File: config.mk
export PLATFORM = sky130hd
export DESIGN_NAME = iso_idle_pattern_gen_flat
export DESIGN_NICKNAME = d
export VERILOG_FILES = /design/src/rtl/iso_pkg.sv /design/src/rtl/iso_idle_pattern_gen_if.sv /design/src/rtl/iso_idle_pattern_gen.sv /design/src/flat_wrapper.sv
export SDC_FILE = /design/constraint.sdc
export NUM_CORES = 1
export LEC_CHECK = 0
export ABC_CLOCK_PERIOD_IN_PS = 2680
export BUFFER_PORTS_ARGS = -buffer_cell sky130_fd_sc_hd__buf_2
export CAP_MARGIN = 20
export CORE_ASPECT_RATIO = 2
export CORE_MARGIN = 8
export CORE_UTILIZATION = 40
export CTS_CLUSTER_SIZE = 12
export DETAILED_ROUTE_END_ITERATION = 6
export PLACE_DENSITY = 0.55
export SKIP_CTS_REPAIR_TIMING = 1
export SYNTH_ARGS = -nofsm -noshare
export SYNTH_HDL_FRONTEND = slang
export SYNTH_SLANG_ARGS = --single-unit
File: constraint.sdc
create_clock -name clk -period 2.68 [get_ports clk]
set_clock_uncertainty 0.1 [all_clocks]
set_input_delay 0.134 -clock clk [delete_from_list [all_inputs] [get_ports clk]]
set_output_delay 0.134 -clock clk [all_outputs]
set_load 0.03 [all_outputs]
File: src/rtl/iso_pkg.sv
// Shared definitions for the isochronous idle-pattern path.
//   K_BS / K_SR / DUMMY_SYM : symbol bytes emitted by the idle generator
//   idle_state_e            : idle generator FSM states
package iso_pkg;

    localparam logic [7:0] K_BS      = 8'hBC;  // K28.5 blanking start
    localparam logic [7:0] K_SR      = 8'h1C;  // K28.0 scrambler reset
    localparam logic [7:0] DUMMY_SYM = 8'h00;

    typedef enum logic [2:0] {
        OFF,
        BS,
        VBID,
        MVID,
        MAUD,
        DUMMY
    } idle_state_e;

endpackage

File: src/rtl/iso_idle_pattern_gen_if.sv
// Scheduler <-> idle-pattern-generator lane interface.
//   sched_idle_en     : scheduler request to drive the idle pattern (level)
//   idle_sym/idle_k   : idle symbol byte and K-code flag
//   idle_vld          : symbol valid this cycle
//   idle_activate_en  : pulse on the last symbol of each idle period
// Modports: master = scheduler side, slave = generator side.
interface iso_idle_pattern_gen_if;

    logic       sched_idle_en;
    logic [7:0] idle_sym;
    logic       idle_k;
    logic       idle_vld;
    logic       idle_activate_en;

    modport master (
        output sched_idle_en,
        input  idle_sym,
        input  idle_k,
        input  idle_vld,
        input  idle_activate_en
    );

    modport slave (
        input  sched_idle_en,
        output idle_sym,
        output idle_k,
        output idle_vld,
        output idle_activate_en
    );

endinterface

File: src/rtl/iso_idle_pattern_gen.sv
// Per-lane DisplayPort idle-pattern generator. While requested by the scheduler it emits
// BS, VB-ID, Mvid, Maud and then dummy 0x00 symbols, repeating every IDLE_PERIOD symbols,
// one symbol per clock. A period that has started always completes; idle_activate_en marks
// its last symbol so the scheduler can switch the lane back to stream.
//
// Ports:
//   clk    : symbol clock
//   rst_n  : asynchronous active-low reset
//   bus    : iso_idle_pattern_gen_if.slave (sched_idle_en in; idle_sym, idle_k, idle_vld,
//            idle_activate_en out, all registered)
//
// Build option: define ISO_IDLE_SR_EN to replace every SR_INTERVAL-th BS (starting with the
// first one after OFF) by SR so the lane scrambler is re-seeded.
module iso_idle_pattern_gen
    import iso_pkg::*;
#(
    parameter int unsigned IDLE_PERIOD = 8192,
    parameter logic [7:0]  VBID_IDLE   = 8'h09,
    parameter int unsigned SR_INTERVAL = 512
) (
    input  logic                    clk,
    input  logic                    rst_n,
    iso_idle_pattern_gen_if.slave   bus
);

    if (IDLE_PERIOD < 8 || IDLE_PERIOD > 8192) begin : g_bad_period
        $error("iso_idle_pattern_gen: IDLE_PERIOD must be in 8..8192");
    end

    if (SR_INTERVAL < 1 || SR_INTERVAL > 512) begin : g_bad_sr_interval
        $error("iso_idle_pattern_gen: SR_INTERVAL must be in 1..512");
    end

    localparam logic [12:0] LAST_SYM = 13'(IDLE_PERIOD - 1);

    idle_state_e state_q, state_d;
    logic [12:0] sym_cnt_q, sym_cnt_d;

    logic [7:0]  idle_sym_q, idle_sym_d;
    logic        idle_k_q, idle_k_d;
    logic        idle_vld_q, idle_vld_d;
    logic        idle_act_q, idle_act_d;

    logic        is_sr;

    // state_q / sym_cnt_q describe the symbol currently on the outputs
    always_comb begin
        state_d   = state_q;
        sym_cnt_d = sym_cnt_q;
        unique case (state_q)
            OFF: begin
                if (bus.sched_idle_en) begin
                    state_d   = BS;
                    sym_cnt_d = '0;
                end
            end
            default: begin
                if (sym_cnt_q == LAST_SYM) begin
                    // Period boundary is the only place the request is honoured
                    state_d   = bus.sched_idle_en ? BS : OFF;
                    sym_cnt_d = '0;
                end else begin
                    sym_cnt_d = sym_cnt_q + 13'd1;
                    case (state_q)
                        BS:      state_d = VBID;
                        VBID:    state_d = MVID;
                        MVID:    state_d = MAUD;
                        default: state_d = DUMMY;
                    endcase
                end
            end
        endcase
    end

`ifdef ISO_IDLE_SR_EN
    localparam logic [8:0] SR_LAST = 9'(SR_INTERVAL - 1);

    logic [8:0] bs_cnt_q, bs_cnt_d;

    // Entering from OFF preloads the SR slot so the first BS after OFF is an SR
    always_comb begin
        bs_cnt_d = bs_cnt_q;
        if (state_d == OFF) begin
            bs_cnt_d = '0;
        end else if (state_d == BS) begin
            if (state_q == OFF) begin
                bs_cnt_d = SR_LAST;
            end else if (bs_cnt_q == SR_LAST) begin
                bs_cnt_d = '0;
            end else begin
                bs_cnt_d = bs_cnt_q + 9'd1;
            end
        end
    end

    always_ff @(posedge clk or negedge rst_n) begin
        if (!rst_n) begin
            bs_cnt_q <= '0;
        end else begin
            bs_cnt_q <= bs_cnt_d;
        end
    end

    assign is_sr = (bs_cnt_d == SR_LAST);
`else
    assign is_sr = 1'b0;
`endif

    // Outputs are decoded from the next state and registered alongside it
    always_comb begin
        idle_sym_d = DUMMY_SYM;
        idle_k_d   = 1'b0;
        idle_vld_d = (state_d != OFF);
        idle_act_d = (state_d != OFF) && (sym_cnt_d == LAST_SYM);
        case (state_d)
            BS: begin
                idle_sym_d = is_sr ? K_SR : K_BS;
                idle_k_d   = 1'b1;
            end
            VBID:    idle_sym_d = VBID_IDLE;
            default: idle_sym_d = DUMMY_SYM;
        endcase
    end

    always_ff @(posedge clk or negedge rst_n) begin
        if (!rst_n) begin
            state_q    <= OFF;
            sym_cnt_q  <= '0;
            idle_sym_q <= '0;
            idle_k_q   <= 1'b0;
            idle_vld_q <= 1'b0;
            idle_act_q <= 1'b0;
        end else begin
            state_q    <= state_d;
            sym_cnt_q  <= sym_cnt_d;
            idle_sym_q <= idle_sym_d;
            idle_k_q   <= idle_k_d;
            idle_vld_q <= idle_vld_d;
            idle_act_q <= idle_act_d;
        end
    end

    assign bus.idle_sym         = idle_sym_q;
    assign bus.idle_k           = idle_k_q;
    assign bus.idle_vld         = idle_vld_q;
    assign bus.idle_activate_en = idle_act_q;

endmodule

File: src/flat_wrapper.sv
// flat-port wrapper written by rule: the top's interface ports become plain ports
module iso_idle_pattern_gen_flat import iso_pkg::*;
#(
    parameter int unsigned IDLE_PERIOD = 8192,
    parameter logic [7:0]  VBID_IDLE   = 8'h09,
    parameter int unsigned SR_INTERVAL = 512
)
  (clk, rst_n, bus_sched_idle_en, bus_idle_sym, bus_idle_k, bus_idle_vld, bus_idle_activate_en);
  iso_idle_pattern_gen_if bus_i ();
  input  logic clk;
  input  logic rst_n;
  input wire logic [$bits(bus_i.sched_idle_en)-1:0] bus_sched_idle_en;
  output wire logic [$bits(bus_i.idle_sym)-1:0] bus_idle_sym;
  output wire logic [$bits(bus_i.idle_k)-1:0] bus_idle_k;
  output wire logic [$bits(bus_i.idle_vld)-1:0] bus_idle_vld;
  output wire logic [$bits(bus_i.idle_activate_en)-1:0] bus_idle_activate_en;
  assign bus_i.sched_idle_en = bus_sched_idle_en;
  assign bus_idle_sym = bus_i.idle_sym;
  assign bus_idle_k = bus_i.idle_k;
  assign bus_idle_vld = bus_i.idle_vld;
  assign bus_idle_activate_en = bus_i.idle_activate_en;
  iso_idle_pattern_gen #(.IDLE_PERIOD(IDLE_PERIOD), .VBID_IDLE(VBID_IDLE), .SR_INTERVAL(SR_INTERVAL)) u_core (.clk(clk), .rst_n(rst_n), .bus(bus_i));
endmodule
After elaboration in Yosys (flattened, before gate mapping)
Cells that the tools add are included.

Register bits: 27. Logic and storage cells: 27. Output and inout port bits: 11. Bits of input ports: 3.

Multiplexer cells: 10. Equal/unequal tests: 7. Reduce and logical (&&, ||, !) cells: 3. Add/sub/neg operators: 1.

Operator list (number): $mux 13 (3); $eq 13x13->1 const B (2); $pmux 8 s2 (1); $add 13x1->13 const B (1); $eq 3x2->1 const B (3); $mux 3 (3); $pmux 3 s3 (1); $eq 3x1->1 const B (2); $logic_not 3->1 (1); $reduce_bool 3->1 (1); $mux 1 (2); $logic_and 1x1->1 (1).

Depth between registers and ports, before layout
Gate-level depths: netlist of the first run.

Depth after elaboration: 6. Mapped depth: 7. Mapped depth without buffers: 6.

Least setup slack after synthesis of the first run
OpenSTA, ideal clock, no wires.

Kind: register to register. Start: register u_core.sym_cnt_q[0]. End: register u_core.idle_act_q, in the netlist u_core.bus.idle_activate_en. Slack: 554 ps. Data arrival time: 1957 ps. Library setup time: 68 ps. Data required time: 2512 ps. Path buffers: 1. Cell stages (with the launch flop): 8. Period minus slack after synthesis: 2126 ps. Cell sequence: dfrtp_1 > ha_1 > buf_6 > nand3_2 > xor2_1 > or3_1 > or4_1 > and4bb_1.

Cells in the longest elaborated chain, start to end: 5. Elaborated cells on any way between the ends: 10. Those cells by class: 1 x add/sub; 2 x eq/ne; 5 x mux; 2 x reduce/logical.

RTL lines: start, declared (RTL line iso_idle_pattern_gen.sv:37) `logic [12:0] sym_cnt_q, sym_cnt_d;`; start signal, assigned (RTL line iso_idle_pattern_gen.sv:135) `sym_cnt_q <= sym_cnt_d;`; $add 13x1->13 / $eq 13x13->1 (equally long branches) (RTL line iso_idle_pattern_gen.sv:63, iso_idle_pattern_gen.sv:58); $mux 13 / $mux 3 (equally long branches) (RTL line iso_idle_pattern_gen.sv:58) `if (sym_cnt_q == LAST_SYM) begin`; $mux 13 / $mux 3 (equally long branches) (RTL line iso_idle_pattern_gen.sv:50) `unique case (state_q)`; $eq 13x13->1 / $reduce_bool 3->1 (equally long branches) (RTL line iso_idle_pattern_gen.sv:114) `idle_act_d = (state_d != OFF) && (sym_cnt_d == LAST_SYM);`; $logic_and 1x1->1 (*) (RTL line iso_idle_pattern_gen.sv:114); named net u_core.idle_act_d (RTL line iso_idle_pattern_gen.sv:42) `logic idle_act_q, idle_act_d;`; end signal, assigned (RTL line iso_idle_pattern_gen.sv:139) `idle_act_q <= idle_act_d;`; end, declared (RTL line iso_idle_pattern_gen.sv:42).

Mark *: on every way through the listed nets, which the timed path passes. The rest lies on a longest branch.

Final worst setup path of the first run
Ends and elaborated chain as after synthesis.

==> results of run 1 <==
## final cells by class
class / count / area share [%]
tap: 30 / 2.85
clock buffer: 4 / 3.43
sequential: 21 / 40.0
inverter: 1 / 0.285
timing repair buffer: 17 / 7.80
multi-input combinational: 95 / 45.7
## routing by layer
metal | vias to the layer above | global-route usage, % | routed length (um)
li1 | 483 | - | -
met1 | 453 | 12.3 | 1150
met2 | 30 | 21.7 | 1590
met3 | 4 | 1.43 | 110
met4 | 0 | 4.13 | 31
met5 | - | 0 | 0
## sequential cells by signal, summed over array words and instances, names as in the netlist
signal                       flops
u_core.bus.idle_vld              1
u_core.state_q                   3
u_core.bus.idle_activate_en      1
u_core.bus.idle_sym              2
u_core.sym_cnt_q                13
u_core.bus.idle_k                1
## per-stage QoR
step	hold slack (ns)	worst slack, ns
after global routing	0.0613	0.191
final	0.0477	0.312
after global placement	0.0159	0.382
after floorplan	-0.262	0.554
after detailed placement	0.0269	0.342
after CTS	-0.254	0.313
## placed cells by master (no fill, tap or decap), types with 3 or more instances in the layout
cell / n
buf_2: 11
and2_1: 3
or3_1: 3
nand2_1: 12
o21ai_1: 12
dfrtp_1: 21
a21oi_1: 3
and3_1: 3
nor2_1: 10
xor2_1: 3
o21ai_0: 3
nand4_1: 3
nand3_1: 7
buf_4: 5
clkbuf_8: 3
nor3_1: 3
## power by group
| part | switching (mW) | internal [mW] |
|---|---|---|
| Sequential | 0.152 | 0.407 |
| Combinational | 0.175 | 0.136 |
| Clock | 0.106 | 0.106 |
| Total | 0.433 | 0.648 |
## final timing paths
path	startpoint	slack, ns	depth (start not counted)	end
max in group asynchronous	rst_n	1.90	2	u_core.sym_cnt_q[11]
min in group asynchronous	rst_n	0.25	2	u_core.sym_cnt_q[3]
max	u_core.sym_cnt_q[0]	0.31	7	u_core.bus.idle_activate_en
min reg2reg	u_core.state_q[2]	0.39	1	u_core.state_q[1]
max reg2reg	u_core.sym_cnt_q[0]	0.31	7	u_core.bus.idle_activate_en
min	bus_sched_idle_en	0.05	2	u_core.bus.idle_vld
## cell families (layout without fill, tap and decap cells)
| group | after synthesis | count (layout) |
|---|---|---|
| adder cells (fa/ha/maj) | 1 | 1 |
| XOR/XNOR | 4 | 4 |
| AO/OA/AOI/OAI | 29 | 29 |
| flip-flops | 21 | 21 |
| other | 1 | 2 |
| AND/OR/NAND/NOR | 59 | 59 |
| buffers and inverters | 12 | 22 |
==> impl_metrics.json, run 1 <==
{
  "dpl.hpwl_um": 2240,
  "grt_pass1_wl_um": 4620,
  "final_area_sq_um": 1320,
  "synth_cell_type_count": 42,
  "area_delta_synth_final_pct": 9.02,
  "vias": 970,
  "yosysTopAreaCellShare_pct": 43.6,
  "seq_area_sq_um": 526,
  "maxCapViolCount": 0,
  "syn_inst": 127,
  "final_util_pct": 45.2,
  "synthXorXnorAreaFrac_pct": 2.90,
  "clock_path_buffers": 2,
  "p_per_area_nw_per_um2": 822,
  "core_area_sq_um": 2910,
  "synth_most_common_cell": "dfrtp_1",
  "instances_no_fill": 168,
  "ys.warnings.count": 0,
  "crit_path_start_kind": "flop",
  "setup-violations-final": 0,
  "row_count": 28,
  "fin_nets": 143,
  "track_usage_pct": 11.7,
  "path_clk_slew_ns": 0.08,
  "synth_compound_area_share_pct": 16.4,
  "grt_pass1_vias": 954,
  "ys_seq_elements": 21,
  "cts_buffers": 3,
  "cp.arrival_ns": 2.47,
  "p_leak_nw": 0.580,
  "dp.cells": 163,
  "syn_avg_cell_area_sq_um": 9.50,
  "critPathBufInv": 1,
  "antenna_cells": 0,
  "synth_area_sq_um": 1210,
  "initial_core_util_pct": 41.5,
  "die-height_um": 93.7,
  "portBuffers": 11,
  "hold_class": "in -> reg",
  "synthSimpleGateAreaFrac_pct": 28.8,
  "clk-insertion-delay-late_ns": 0.26,
  "placedInstanceArea_sq_um": 1260,
  "drc": 0,
  "via_per_inst": 5.77,
  "drive_gt1_share_pct": 18.1,
  "period_share_pct": 88.4,
  "end_kind": "flop",
  "rsz0062_at_grt": "no",
  "wl_per_cell_um": 17.2,
  "p_total_mw": 1.08,
  "finalCriticalPeriod_ns": 2.37,
  "slew_viol_final": 0,
  "dieArea_sq_um": 5140,
  "die_x_um": 54.8,
  "irDropWorstVdd_mv": 0.651,
  "num-fill-cells": 288,
  "cp_data_required_time_ns": 2.78,
  "wl_um": 2890,
  "place_congestion": 0.970,
  "cts_root_buf": "clkbuf_8",
  "yosysTopAreaCell": "dfrtp_1",
  "drt_iter0_markers": 29,
  "multi_input_area_sq_um": 601,
  "ys_top_cells_by_count": "dfrtp_1, nand2_1, o21ai_1",
  "cpPeakStageDelay_ns": 0.50,
  "critPathKind": "reg -> reg",
  "crit_family": "simple AND/OR/NAND/NOR gates",
  "synth_ff_type": "dfrtp_1",
  "grt-ovfl-total": 0,
  "critPathMaxFanout": 7,
  "drtAntennaViolNets": 0,
  "crit_slowest_cell": "or4_1",
  "cts.sinks": 21,
  "cp_cell_sequence": "ha_1 -> buf_4 -> nand3_2 -> xor2_1 -> or3_1 -> or4_1 -> and4bb_1",
  "htreeDepth": 1,
  "outcome": "completed",
  "grt_max_degree": 22,
  "synth_edf_count": 0,
  "dr.pass1.iters": 4,
  "synthMuxAreaShare_pct": 0,
  "cts_tree": "done",
  "antenna_found_initial": 0,
  "io_pins": 14,
  "synth_area_leaders": "dfrtp_1, o21ai_1, buf_4",
  "finalHoldViolations": 0,
  "tns_ns": 0,
  "fmax_mhz": 422,
  "synthAdderAreaFrac_pct": 1.04,
  "synth_top_family_by_area": "simple AND/OR/NAND/NOR gates",
  "async_flop_share_pct": 100,
  "yosysSeqAreaShare_pct": 43.6
}
No activity file was read; power rests on OpenSTA's default activity.
==> inputs of run 2 (changes only) <==
PLACE_DENSITY = unset   (was 0.55)
==> run 2 against run 1 <==
  * Utilization shrank 0.52 points
  * Sequential cell count is the same
  * Clock-buffer cell count is the same
  * Sequential share of layout area grew 0.46 points
  * Clock power is essentially flat
  * Design area shrank 1.1%
==> impl_metrics.json, run 2 (synthesis results as in run 1) <==
{
  "core_area_sq_um": 2910,
  "p_leak_nw": 0.570,
  "instances_no_fill": 166,
  "dr.pass1.iters": 4,
  "grt_max_degree": 22,
  "drc": 0,
  "num-fill-cells": 275,
  "p_total_mw": 1.07,
  "end_kind": "flop",
  "clock_path_buffers": 2,
  "die_x_um": 54.8,
  "initial_core_util_pct": 41.5,
  "grt_pass1_wl_um": 4870,
  "holdWs_ns": 0.0530,
  "cts_tree": "done",
  "r2r_start": "u_core.sym_cnt_q[0]",
  "period_share_pct": 90.7,
  "regToRegEndpoint": "u_core.bus.idle_activate_en",
  "cts.sinks": 21,
  "r2r_slack_ns": 0.25,
  "wl_um": 2970,
  "io_pins": 14,
  "clk-insertion-delay-late_ns": 0.26,
  "largest_reg_flops": 13,
  "p_per_area_nw_per_um2": 825,
  "wl_per_cell_um": 17.9,
  "crit_path_start_kind": "flop",
  "largest_register": "u_core.sym_cnt_q",
  "critPathLaunch": "u_core.sym_cnt_q[0]",
  "hold_class": "in -> reg",
  "layout_commonest_cell": "dfrtp_1",
  "fin_nets": 141,
  "dpl.hpwl_um": 2240,
  "vias": 995,
  "die-height_um": 93.7,
  "cts_buffers": 3,
  "path_clk_slew_ns": 0.08,
  "cp.arrival_ns": 2.53,
  "area_delta_synth_final_pct": 7.78,
  "hold_start": "bus_sched_idle_en",
  "irDropWorstVdd_mv": 0.373,
  "via_per_inst": 5.99,
  "antenna_found_initial": 0,
  "cp_data_required_time_ns": 2.78,
  "hold_path_end": "u_core.bus.idle_vld",
  "critPathKind": "reg -> reg",
  "critPathMaxFanout": 8,
  "drive_gt1_share_pct": 16.9,
  "htreeDepth": 1,
  "setup-violations-final": 0,
  "finalHoldViolations": 0,
  "worst_slew_pin_slew_ns": 0.500,
  "portBuffers": 11,
  "row_count": 28,
  "fmax_mhz": 412,
  "track_usage_pct": 12.8,
  "finalCriticalPeriod_ns": 2.43,
  "outcome": "completed",
  "tns_ns": 0,
  "drt_iter0_markers": 29,
  "dp_worst_setup_slack_ns": 0.301,
  "dp.cells": 161,
  "reg2reg_depth": 6,
  "worstHoldPathCells": 2,
  "layout_setup_ws_ns": 0.250,
  "maxCapViolCount": 0,
  "grt_pass1_vias": 1001,
  "cts_root_buf": "clkbuf_8",
  "place_congestion": 0.893,
  "rsz0062_at_grt": "no",
  "grt-ovfl-total": 0,
  "drtAntennaViolNets": 0,
  "slew_viol_final": 0,
  "mostFrequentLayoutCells": "dfrtp_1, nand2_1, o21ai_1",
  "slew_headroom_pct": 66.5,
  "dieArea_sq_um": 5140,
  "antenna_cells": 0
}
## run 2: layout make-up
class                   instances  area (sq um)  share of cell area [%]
clock buffers                   4          45.0                    3.46
inverters                       1          3.75                   0.289
multi-input cells              95           601                    46.2
flip-flops and latches         21           526                    40.4
well taps                      30          37.5                    2.89
repair buffers                 15          87.6                    6.74
## run 2: worst max-delay path by stage
stage | cells after the start | slack [ns] | endpoint
detailed placement | 6 | 0.30 | u_core.bus.idle_activate_en
CTS | 6 | 0.26 | u_core.bus.idle_activate_en
finish | 6 | 0.25 | u_core.bus.idle_activate_en
floorplan | 7 | 0.55 | u_core.bus.idle_activate_en
global placement | 6 | 0.33 | u_core.bus.idle_activate_en
global route | 6 | 0.13 | u_core.bus.idle_activate_en
## run 2: report_power, final
group	switching, mW	leakage (nW)	internal [mW]
clock network	0.106	0.0228	0.106
logic	0.172	0.283	0.126
registers	0.156	0.264	0.407
## run 2: metrics by stage
| stage | util [%] | cell area, sq um |
|---|---|---|
| global placement | 42.8 | 1240 |
| CTS | 44.4 | 1290 |
| floorplan | - | 1210 |
| finish | 44.7 | 1300 |
| detailed placement | 42.8 | 1240 |
| global route | 44.7 | 1300 |
## run 2: critical path: stages (launching register included)
cell and delay [ns]:
dfrtp_1 0.44, ha_1 0.37, nand3_2 0.12, xor2_1 0.17, or3_1 0.35, or4_1 0.54
and4bb_1 0.27
## run 2: routing by layer
metal  part of all wire (%)  vias up  track usage (%)  wire length [um]
met5                      0        -                0                 0
met4                    3.6        0             8.06               108
met2                     57       26             22.8              1690
met1                     35      488             12.4              1050
met3                    4.2        8             2.22               126
li1                       -      473                -                 -
